[src/rtl/lcd_pkg.sv]
// Shared HD44780 definitions: write-cycle FSM states, default bus timing and
// the command bytes used by the sequencer.
package lcd_pkg;

    typedef enum logic [2:0] {
        ST_IDLE    = 3'd0,
        ST_SETUP   = 3'd1,
        ST_EN_HIGH = 3'd2,
        ST_HOLD    = 3'd3,
        ST_DONE    = 3'd4
    } lcd_state_e;

    // Default timing in 50 MHz clock cycles
    localparam int LCD_SETUP_CYC = 4;
    localparam int LCD_EN_CYC    = 16;
    localparam int LCD_HOLD_CYC  = 4;

    localparam logic [7:0] LCD_CMD_FUNC_SET   = 8'h38;
    localparam logic [7:0] LCD_CMD_DISP_ON    = 8'h0C;
    localparam logic [7:0] LCD_CMD_CLEAR      = 8'h01;
    localparam logic [7:0] LCD_CMD_ENTRY_MODE = 8'h06;
    localparam logic [7:0] LCD_CMD_LINE1      = 8'h80;
    localparam logic [7:0] LCD_CMD_LINE2      = 8'hC0;

endpackage

[src/rtl/lcd_bus_driver.sv]
// HD44780 write-cycle generator: latches one 9-bit item per start and drives
// RS/DATA setup, EN pulse and hold timing, then pulses done for one cycle.
module lcd_bus_driver
    import lcd_pkg::*;
#(
    parameter int SETUP_CYC = LCD_SETUP_CYC,
    parameter int EN_CYC    = LCD_EN_CYC,
    parameter int HOLD_CYC  = LCD_HOLD_CYC
) (
    input  logic       clk,
    input  logic       rst,
    input  logic [7:0] data_in,
    input  logic       rs_in,
    input  logic       start,
    output logic       busy,
    output logic       done,
    output logic [7:0] lcd_data,
    output logic       lcd_rs,
    output logic       lcd_rw,
    output logic       lcd_en,
    output logic       lcd_on
);

    localparam int MAX_CYC = (SETUP_CYC > EN_CYC) ?
                             ((SETUP_CYC > HOLD_CYC) ? SETUP_CYC : HOLD_CYC) :
                             ((EN_CYC > HOLD_CYC) ? EN_CYC : HOLD_CYC);
    localparam int CW = (MAX_CYC > 1) ? $clog2(MAX_CYC) : 1;

    localparam logic [CW-1:0] SETUP_LD = CW'(SETUP_CYC - 1);
    localparam logic [CW-1:0] EN_LD    = CW'(EN_CYC - 1);
    localparam logic [CW-1:0] HOLD_LD  = CW'(HOLD_CYC - 1);

    lcd_state_e    state_q, state_d;
    logic [CW-1:0] cnt_q, cnt_d;
    logic [7:0]    data_q, data_d;
    logic          rs_q, rs_d;
    logic          en_q, en_d;
    logic          busy_q, busy_d;
    logic          done_q, done_d;
    logic          on_q;

    always_comb begin
        state_d = state_q;
        cnt_d   = cnt_q;
        data_d  = data_q;
        rs_d    = rs_q;
        unique case (state_q)
            ST_IDLE, ST_DONE: begin
                // DONE accepts a new item directly so back-to-back writes skip IDLE
                if (start) begin
                    data_d  = data_in;
                    rs_d    = rs_in;
                    cnt_d   = SETUP_LD;
                    state_d = ST_SETUP;
                end else begin
                    cnt_d   = '0;
                    state_d = ST_IDLE;
                end
            end
            ST_SETUP: begin
                if (cnt_q == '0) begin
                    cnt_d   = EN_LD;
                    state_d = ST_EN_HIGH;
                end else begin
                    cnt_d = cnt_q - CW'(1);
                end
            end
            ST_EN_HIGH: begin
                if (cnt_q == '0) begin
                    cnt_d   = HOLD_LD;
                    state_d = ST_HOLD;
                end else begin
                    cnt_d = cnt_q - CW'(1);
                end
            end
            ST_HOLD: begin
                if (cnt_q == '0) begin
                    cnt_d   = '0;
                    state_d = ST_DONE;
                end else begin
                    cnt_d = cnt_q - CW'(1);
                end
            end
            default: begin
                cnt_d   = '0;
                state_d = ST_IDLE;
            end
        endcase
        // Strobes come from the next state so the flops line up with state_q
        en_d   = (state_d == ST_EN_HIGH);
        busy_d = (state_d == ST_SETUP) || (state_d == ST_EN_HIGH) || (state_d == ST_HOLD);
        done_d = (state_d == ST_DONE);
    end

    always_ff @(posedge clk or negedge rst) begin
        if (!rst) begin
            state_q <= ST_IDLE;
            cnt_q   <= '0;
            data_q  <= 8'h00;
            rs_q    <= 1'b0;
            en_q    <= 1'b0;
            busy_q  <= 1'b0;
            done_q  <= 1'b0;
            on_q    <= 1'b0;
        end else begin
            state_q <= state_d;
            cnt_q   <= cnt_d;
            data_q  <= data_d;
            rs_q    <= rs_d;
            en_q    <= en_d;
            busy_q  <= busy_d;
            done_q  <= done_d;
            on_q    <= 1'b1;
        end
    end

    assign busy     = busy_q;
    assign done     = done_q;
    assign lcd_data = data_q;
    assign lcd_rs   = rs_q;
    assign lcd_rw   = 1'b0;
    assign lcd_en   = en_q;
    assign lcd_on   = on_q;

endmodule
[config.mk]
export PLATFORM = sky130hd
export DESIGN_NAME = lcd_bus_driver
export DESIGN_NICKNAME = d
export VERILOG_FILES = /design/src/rtl/lcd_pkg.sv /design/src/rtl/lcd_bus_driver.sv
export SDC_FILE = /design/constraint.sdc
export NUM_CORES = 1
export LEC_CHECK = 0
export BUFFER_PORTS_ARGS = -buffer_cell sky130_fd_sc_hd__buf_2
export CORE_MARGIN = 2
export CORE_UTILIZATION = 49
export DETAILED_ROUTE_END_ITERATION = 8
export PLACE_DENSITY_LB_ADDON = 0.1
export SETUP_SLACK_MARGIN = 0.2
export SLEW_MARGIN = 5
export SYNTH_ARGS = -nofsm -noshare
export SYNTH_HDL_FRONTEND = slang
export SYNTH_SLANG_ARGS = --single-unit
[constraint.sdc]
create_clock -name clk -period 1.95 [get_ports clk]
set_clock_uncertainty 0.2 [all_clocks]
set_input_delay 0.195 -clock clk [delete_from_list [all_inputs] [get_ports clk]]
set_output_delay 0.195 -clock clk [all_outputs]
set_load 0.01 [all_outputs]
==> flow_metrics.env, run 1 <==
export IMPL_status="complete, no violations"
export IMPL_maxSlewViolCount=0
export IMPL_hpwlAfterDp_um=1140
export IMPL_finalNetCount=126
export IMPL_antenna_found_initial=0
export IMPL_worstHoldPathType="input port to flop"
export IMPL_drive_gt1_share_pct=45.5
export IMPL_dieArea_mm2=0.00214
export IMPL_routabilityCongestion=0.870
export IMPL_clock_fmax_mhz=573
export IMPL_end_kind="flop"
export IMPL_htreeDepth=1
export IMPL_grt_ovfl_total=0
export IMPL_fin_area_mm2=0.00118
export IMPL_grt_pass1_wl_um=2680
export IMPL_post_route_period_util_pct=89.4
export IMPL_maxCapViolCount=0
export IMPL_grt_max_degree=21
export IMPL_cts_tree="done"
export IMPL_r2r_end="cnt_q[3]$_DFF_PN0_"
export IMPL_antennaDiodeCount=0
export IMPL_synth_nets=85
export IMPL_r2r_start="cnt_q[3]$_DFF_PN0_"
export IMPL_rsz0062_at_grt="true"
export IMPL_wl_per_cell_um=13.7
export IMPL_crit_fanout=5
export IMPL_power_leakage_uw=0.000550
export IMPL_synth_seq_cells=20
export IMPL_syn2layout_area_growth_pct=34.9
export IMPL_path_clk_slew_ns=0.11
export IMPL_io_pins=26
export IMPL_final_setup_viol_count=0
export IMPL_yosysUniqueCellTypes=31
export IMPL_crit_required_ns=1.98
export IMPL_avgViaCountPerCell=5.22
export IMPL_final_hold_viol_count=0
export IMPL_fin_setup_tns_ns=0
export IMPL_min_period_ns=1.74
export IMPL_clock_sinks=20
export IMPL_initial_core_util_pct=51.2
export IMPL_ant_nets=0
export IMPL_clk_latency_ns=0.30
export IMPL_remaining_drc_errors=0
export IMPL_cts_buffers=3
export IMPL_place_area_mm2=0.00100
export IMPL_die_h_um=46.2
export IMPL_avgSynthCellArea_um2=12.0
export IMPL_cts_root_buf="clkbuf_4"
export IMPL_arrival_ns=1.77
export IMPL_synth_cells=73
export IMPL_yosysWarningCount=0
export IMPL_r2r_slack_ns=0.21
export IMPL_powerDensity_mw_per_mm2=1510
export IMPL_detailedRoute_firstPassIterationCount=4
export IMPL_yosysSeqAreaShare_pct=57.2
export IMPL_holdWs_ns=0.0121
export IMPL_routed_wl_um=1880
export IMPL_worstSetupPathType="flop to flop"
export IMPL_coreArea_mm2=0.00171
export IMPL_irDropWorstVdd_mv=0.830
export IMPL_fin_util_pct=69.1
export IMPL_hp_start="start"
export IMPL_holdPathStages=3
export IMPL_vias=715
export IMPL_clock_path_buffers=2
export IMPL_fp_dieW_um=46.2
export IMPL_num_rows=15
export IMPL_cp_start_kind="flop"
export IMPL_port_buffers=24
export IMPL_first_global_vias=613
export IMPL_ff2ff_path_depth=3
export IMPL_dr_first_iter_drc_count=13
export IMPL_grt_usage_pct=18.3
export IMPL_whs_endpoint="state_q[0]$_DFF_PN0_"
export IMPL_fillCellCount=131
export IMPL_syn_area_um2=875
state kept, by name (all words and copies together), names as in the netlist:
register,cells
busy,1
cnt_q,4
done,1
lcd_data,8
lcd_en,1
lcd_on,1
lcd_rs,1
state_q,3
logic make-up after synthesis:
family	count (synthesis)	synth area share, %
flops	20	57.2
simple gates	19	14.5
compound gates	13	9.44
mux	9	11.6
buf+inv	9	5.44
other cells	2	0.859
xor+xnor	1	1.00
how the worst max path moves through the flow:
stage | startpoint | slack [ns] | depth (start not counted) | end
after floorplan | cnt_q[0]$_DFF_PN0_ | 0.19 | 4 | state_q[1]$_DFF_PN0_
final | cnt_q[3]$_DFF_PN0_ | 0.21 | 3 | cnt_q[3]$_DFF_PN0_
after global routing | cnt_q[3]$_DFF_PN0_ | 0.16 | 3 | cnt_q[3]$_DFF_PN0_
after CTS | cnt_q[3]$_DFF_PN0_ | 0.20 | 3 | state_q[1]$_DFF_PN0_
after detailed placement | state_q[0]$_DFF_PN0_ | 0.17 | 3 | cnt_q[3]$_DFF_PN0_
after global placement | cnt_q[2]$_DFF_PN0_ | 0.21 | 3 | state_q[1]$_DFF_PN0_
cells in the mapped netlist:
cell | n | area share, %
a211oi_1 | 1 | 0.86
or2_2 | 1 | 0.72
nor3_1 | 2 | 1.1
and2_1 | 1 | 0.72
buf_2 | 2 | 1.1
o21ai_0 | 2 | 1.1
a2bb2oi_1 | 1 | 1.0
nand3_1 | 3 | 1.7
nand2b_1 | 1 | 0.72
or4b_4 | 1 | 1.6
o22ai_1 | 1 | 0.72
dfrtp_1 | 20 | 57
or4_1 | 2 | 1.7
or3_4 | 1 | 1.3
or3_1 | 1 | 0.72
nor4b_1 | 1 | 1.0
a31oi_1 | 2 | 1.4
a2111oi_0 | 1 | 1.0
o32ai_1 | 1 | 1.0
mux2_2 | 9 | 12
nand3b_1 | 1 | 0.86
o21ai_1 | 1 | 0.57
clkbuf_1 | 2 | 0.86
inv_1 | 3 | 1.3
buf_6 | 1 | 1.3
buf_4 | 1 | 0.86
nor2b_1 | 2 | 1.4
conb_1 | 2 | 0.86
xor2_1 | 1 | 1.0
nor2_1 | 2 | 0.86
a21oi_1 | 3 | 1.7
timing repair:
action / 4_1_cts / 5_1_grt
resized for setup: 2 / 2
buffers inserted: 1 / 5
setup endpoints to repair: 12 / 4
hold buffers: 10 / 0
endpoints found under the hold margin: 29 / 0
pin swaps: 0 / 0
layer usage:
metal | wire length [um] | up-vias | global-route usage [%]
met1 | 747 | 345 | 23.1
met2 | 977 | 34 | 30.0
met5 | 0 | - | 0
li1 | - | 334 | -
met4 | 25 | 0 | 10.3
met3 | 133 | 2 | 2.35
area by class of cell:
type | count | area [um^2] | share of cell area (%)
multi-input cells | 44 | 332 | 28.1
well taps | 25 | 31.3 | 2.65
flip-flops and latches | 20 | 503 | 42.6
clock buffers | 3 | 22.5 | 1.91
repair buffers | 42 | 280 | 23.8
inverters | 3 | 11.3 | 0.954
worst max-delay path, stage by stage (launching register included):
cell and delay (ns):
dfrtp_2 0.46, or4b_4 0.50, or3_4 0.36, a31oi_1 0.15
per-stage QoR:
stage | setup slack [ns] | std cells | power, uW
CTS | 0.195 | 132 | 1690
global placement | 0.206 | 118 | 1440
finish | 0.206 | 137 | 1780
floorplan | 0.194 | 73 | 1250
global route | 0.155 | 137 | 1900
detailed placement | 0.171 | 118 | 1470
report_power, final:
part / leakage [uW] / internal [uW] / switching, uW / total [uW]
sequential: 0.000242 / 598 / 131 / 729
combinational: 0.000294 / 456 / 399 / 856
clock: 0.0000138 / 72.2 / 126 / 198
cell usage in the layout (no fill, tap or decap), types with 3 or more instances in the layout:
| cell type | Yosys | final |
|---|---|---|
| clkbuf_4 | 0 | 3 |
| buf_2 | 2 | 24 |
| mux2_2 | 9 | 9 |
| dlygate4sd3_1 | 0 | 10 |
| inv_1 | 3 | 3 |
| nand3_1 | 3 | 3 |
| dfrtp_1 | 20 | 18 |
| buf_4 | 1 | 8 |
Power figures use the tool's default switching activity.
==> inputs of run 2 (changes only) <==
Settings changed: REMOVE_ABC_BUFFERS set to 1.
==> flow_metrics.env, run 2 (synthesis results as in run 1) <==
export IMPL_status="complete, no violations"
export IMPL_cts_root_buf="clkbuf_4"
export IMPL_syn2layout_area_growth_pct=34.9
export IMPL_grt_pass1_wl_um=2580
export IMPL_final_hold_viol_count=0
export IMPL_rsz0062_at_grt="true"
export IMPL_num_rows=15
export IMPL_clk_latency_ns=0.30
export IMPL_dr_first_iter_drc_count=9
export IMPL_die_h_um=46.2
export IMPL_fin_setup_tns_ns=0
export IMPL_crit_fanout=6
export IMPL_maxCapViolCount=0
export IMPL_antenna_found_initial=0
export IMPL_io_pins=26
export IMPL_max_stage_delay_ns=0.55
export IMPL_clock_fmax_mhz=567
export IMPL_cts_buffers=3
export IMPL_end_kind="flop"
export IMPL_final_setup_viol_count=0
export IMPL_worstSetupPathType="flop to flop"
export IMPL_crit_chain="or4b_4 > or3_4 > a31oi_1"
export IMPL_first_global_vias=600
export IMPL_dp_cells=118
export IMPL_arrival_ns=1.79
export IMPL_grt_usage_pct=18.1
export IMPL_stdcell_count=136
export IMPL_fp_dieW_um=46.2
export IMPL_htreeDepth=1
export IMPL_final_cell_mix="24 x buf_2, 19 x dfrtp_1, 11 x dlygate4sd3_1, 9 x mux2_2, 5 x buf_4"
export IMPL_grt_max_degree=21
export IMPL_vias=678
export IMPL_antennaDiodeCount=0
export IMPL_grt_ovfl_total=0
export IMPL_largest_reg_flops=8
export IMPL_avgViaCountPerCell=4.99
export IMPL_min_period_ns=1.76
export IMPL_maxSlewViolCount=0
export IMPL_cts_tree="done"
export IMPL_post_route_period_util_pct=90.4
export IMPL_cp_start_kind="flop"
export IMPL_coreArea_mm2=0.00171
export IMPL_remaining_drc_errors=0
export IMPL_crit_required_ns=1.98
export IMPL_clock_sinks=20
export IMPL_routabilityCongestion=0.864
export IMPL_ant_nets=0
export IMPL_worstHoldPathType="input port to async pin"
export IMPL_crit_slowest_cell="or4b_4"
export IMPL_port_buffers=24
export IMPL_fin_util_pct=69.1
export IMPL_path_clk_slew_ns=0.10
export IMPL_hpwlAfterDp_um=1140
export IMPL_irDropWorstVdd_mv=0.842
export IMPL_routed_wl_um=1630
export IMPL_powerDensity_mw_per_mm2=1500
export IMPL_initial_core_util_pct=51.2
export IMPL_clock_path_buffers=2
export IMPL_finalNetCount=124
export IMPL_drive_gt1_share_pct=43.2
export IMPL_dieArea_mm2=0.00214
export IMPL_final_common_cell="buf_2"
export IMPL_power_leakage_uw=0.000547
export IMPL_wl_per_cell_um=12.0
export IMPL_detailedRoute_firstPassIterationCount=4
run 2: cell count changes in the layout (fill, tap and decap cells not counted), sizes merged:
cell,before,now
clkbuf,3,4
dlygate4sd3,10,11
buf,32,29
run 2: cell type report:
class / instances / area, um^2
clock buffer: 4 / 36.3
fill: 144 / 528
inverter: 3 / 11.3
multi-input combinational: 44 / 332
sequential: 20 / 502
tap: 25 / 31.3
timing repair buffer: 40 / 268
run 2: layer usage:
layer,track usage (%),vias to the layer above,part of all wire (%)
li1,-,335,-
met1,21.0,315,43
met2,28.9,22,48
met5,0,-,0
met4,10.3,0,3.2
met3,6.27,6,5.4
run 2: critical path, delay by kind of cell (launching register included):
family,cells,cell delay (ns)
AO/OA/AOI/OAI,1,0.13
AND/OR/NAND/NOR,2,0.91
flip-flops,1,0.45
run 2: repair_timing:
| action | in CTS | in global routing |
|---|---|---|
| hold buffers | 11 | 0 |
| endpoints found under the setup margin | 12 | 6 |
| gates cloned | 0 | 0 |
| buffers inserted | 1 | 2 |
| pin swaps | 0 | 1 |
| resized for setup | 2 | 1 |
| endpoints found under the hold margin | 30 | 0 |
run 2: path summary, 6_finish.rpt:
kind                                          from                 endpoint  slack [ns]  cells past startpoint
setup / recovery                cnt_q[3]$_DFF_PN0_       cnt_q[3]$_DFF_PN0_        0.19                      3
hold / removal                                 rst       cnt_q[3]$_DFF_PN0_        0.16                      2
setup reg to reg                cnt_q[3]$_DFF_PN0_       cnt_q[3]$_DFF_PN0_        0.19                      3
hold reg to reg            lcd_data[1]$_DFFE_PN0P_  lcd_data[1]$_DFFE_PN0P_        0.31                      1
max in group asynchronous                      rst     state_q[0]$_DFF_PN0_        1.07                      2
min in group clk           lcd_data[1]$_DFFE_PN0P_  lcd_data[1]$_DFFE_PN0P_        0.31                      1
run 2: where the power goes:
part / switching (uW) / internal [uW]
clock network: 120 / 114
logic: 381 / 432
registers: 121 / 597
run 2: per-stage QoR:
stage                     hold WS (ns)  setup slack, ns  power, uW  area [um^2]
after floorplan                 -0.301            0.208       1200          838
after global routing             0.200            0.134       1920         1180
after detailed placement       -0.0405            0.157       1480         1000
after global placement         -0.0371            0.192       1440         1000
after CTS                        0.160            0.210       1740         1160
final                            0.157            0.186       1760         1180
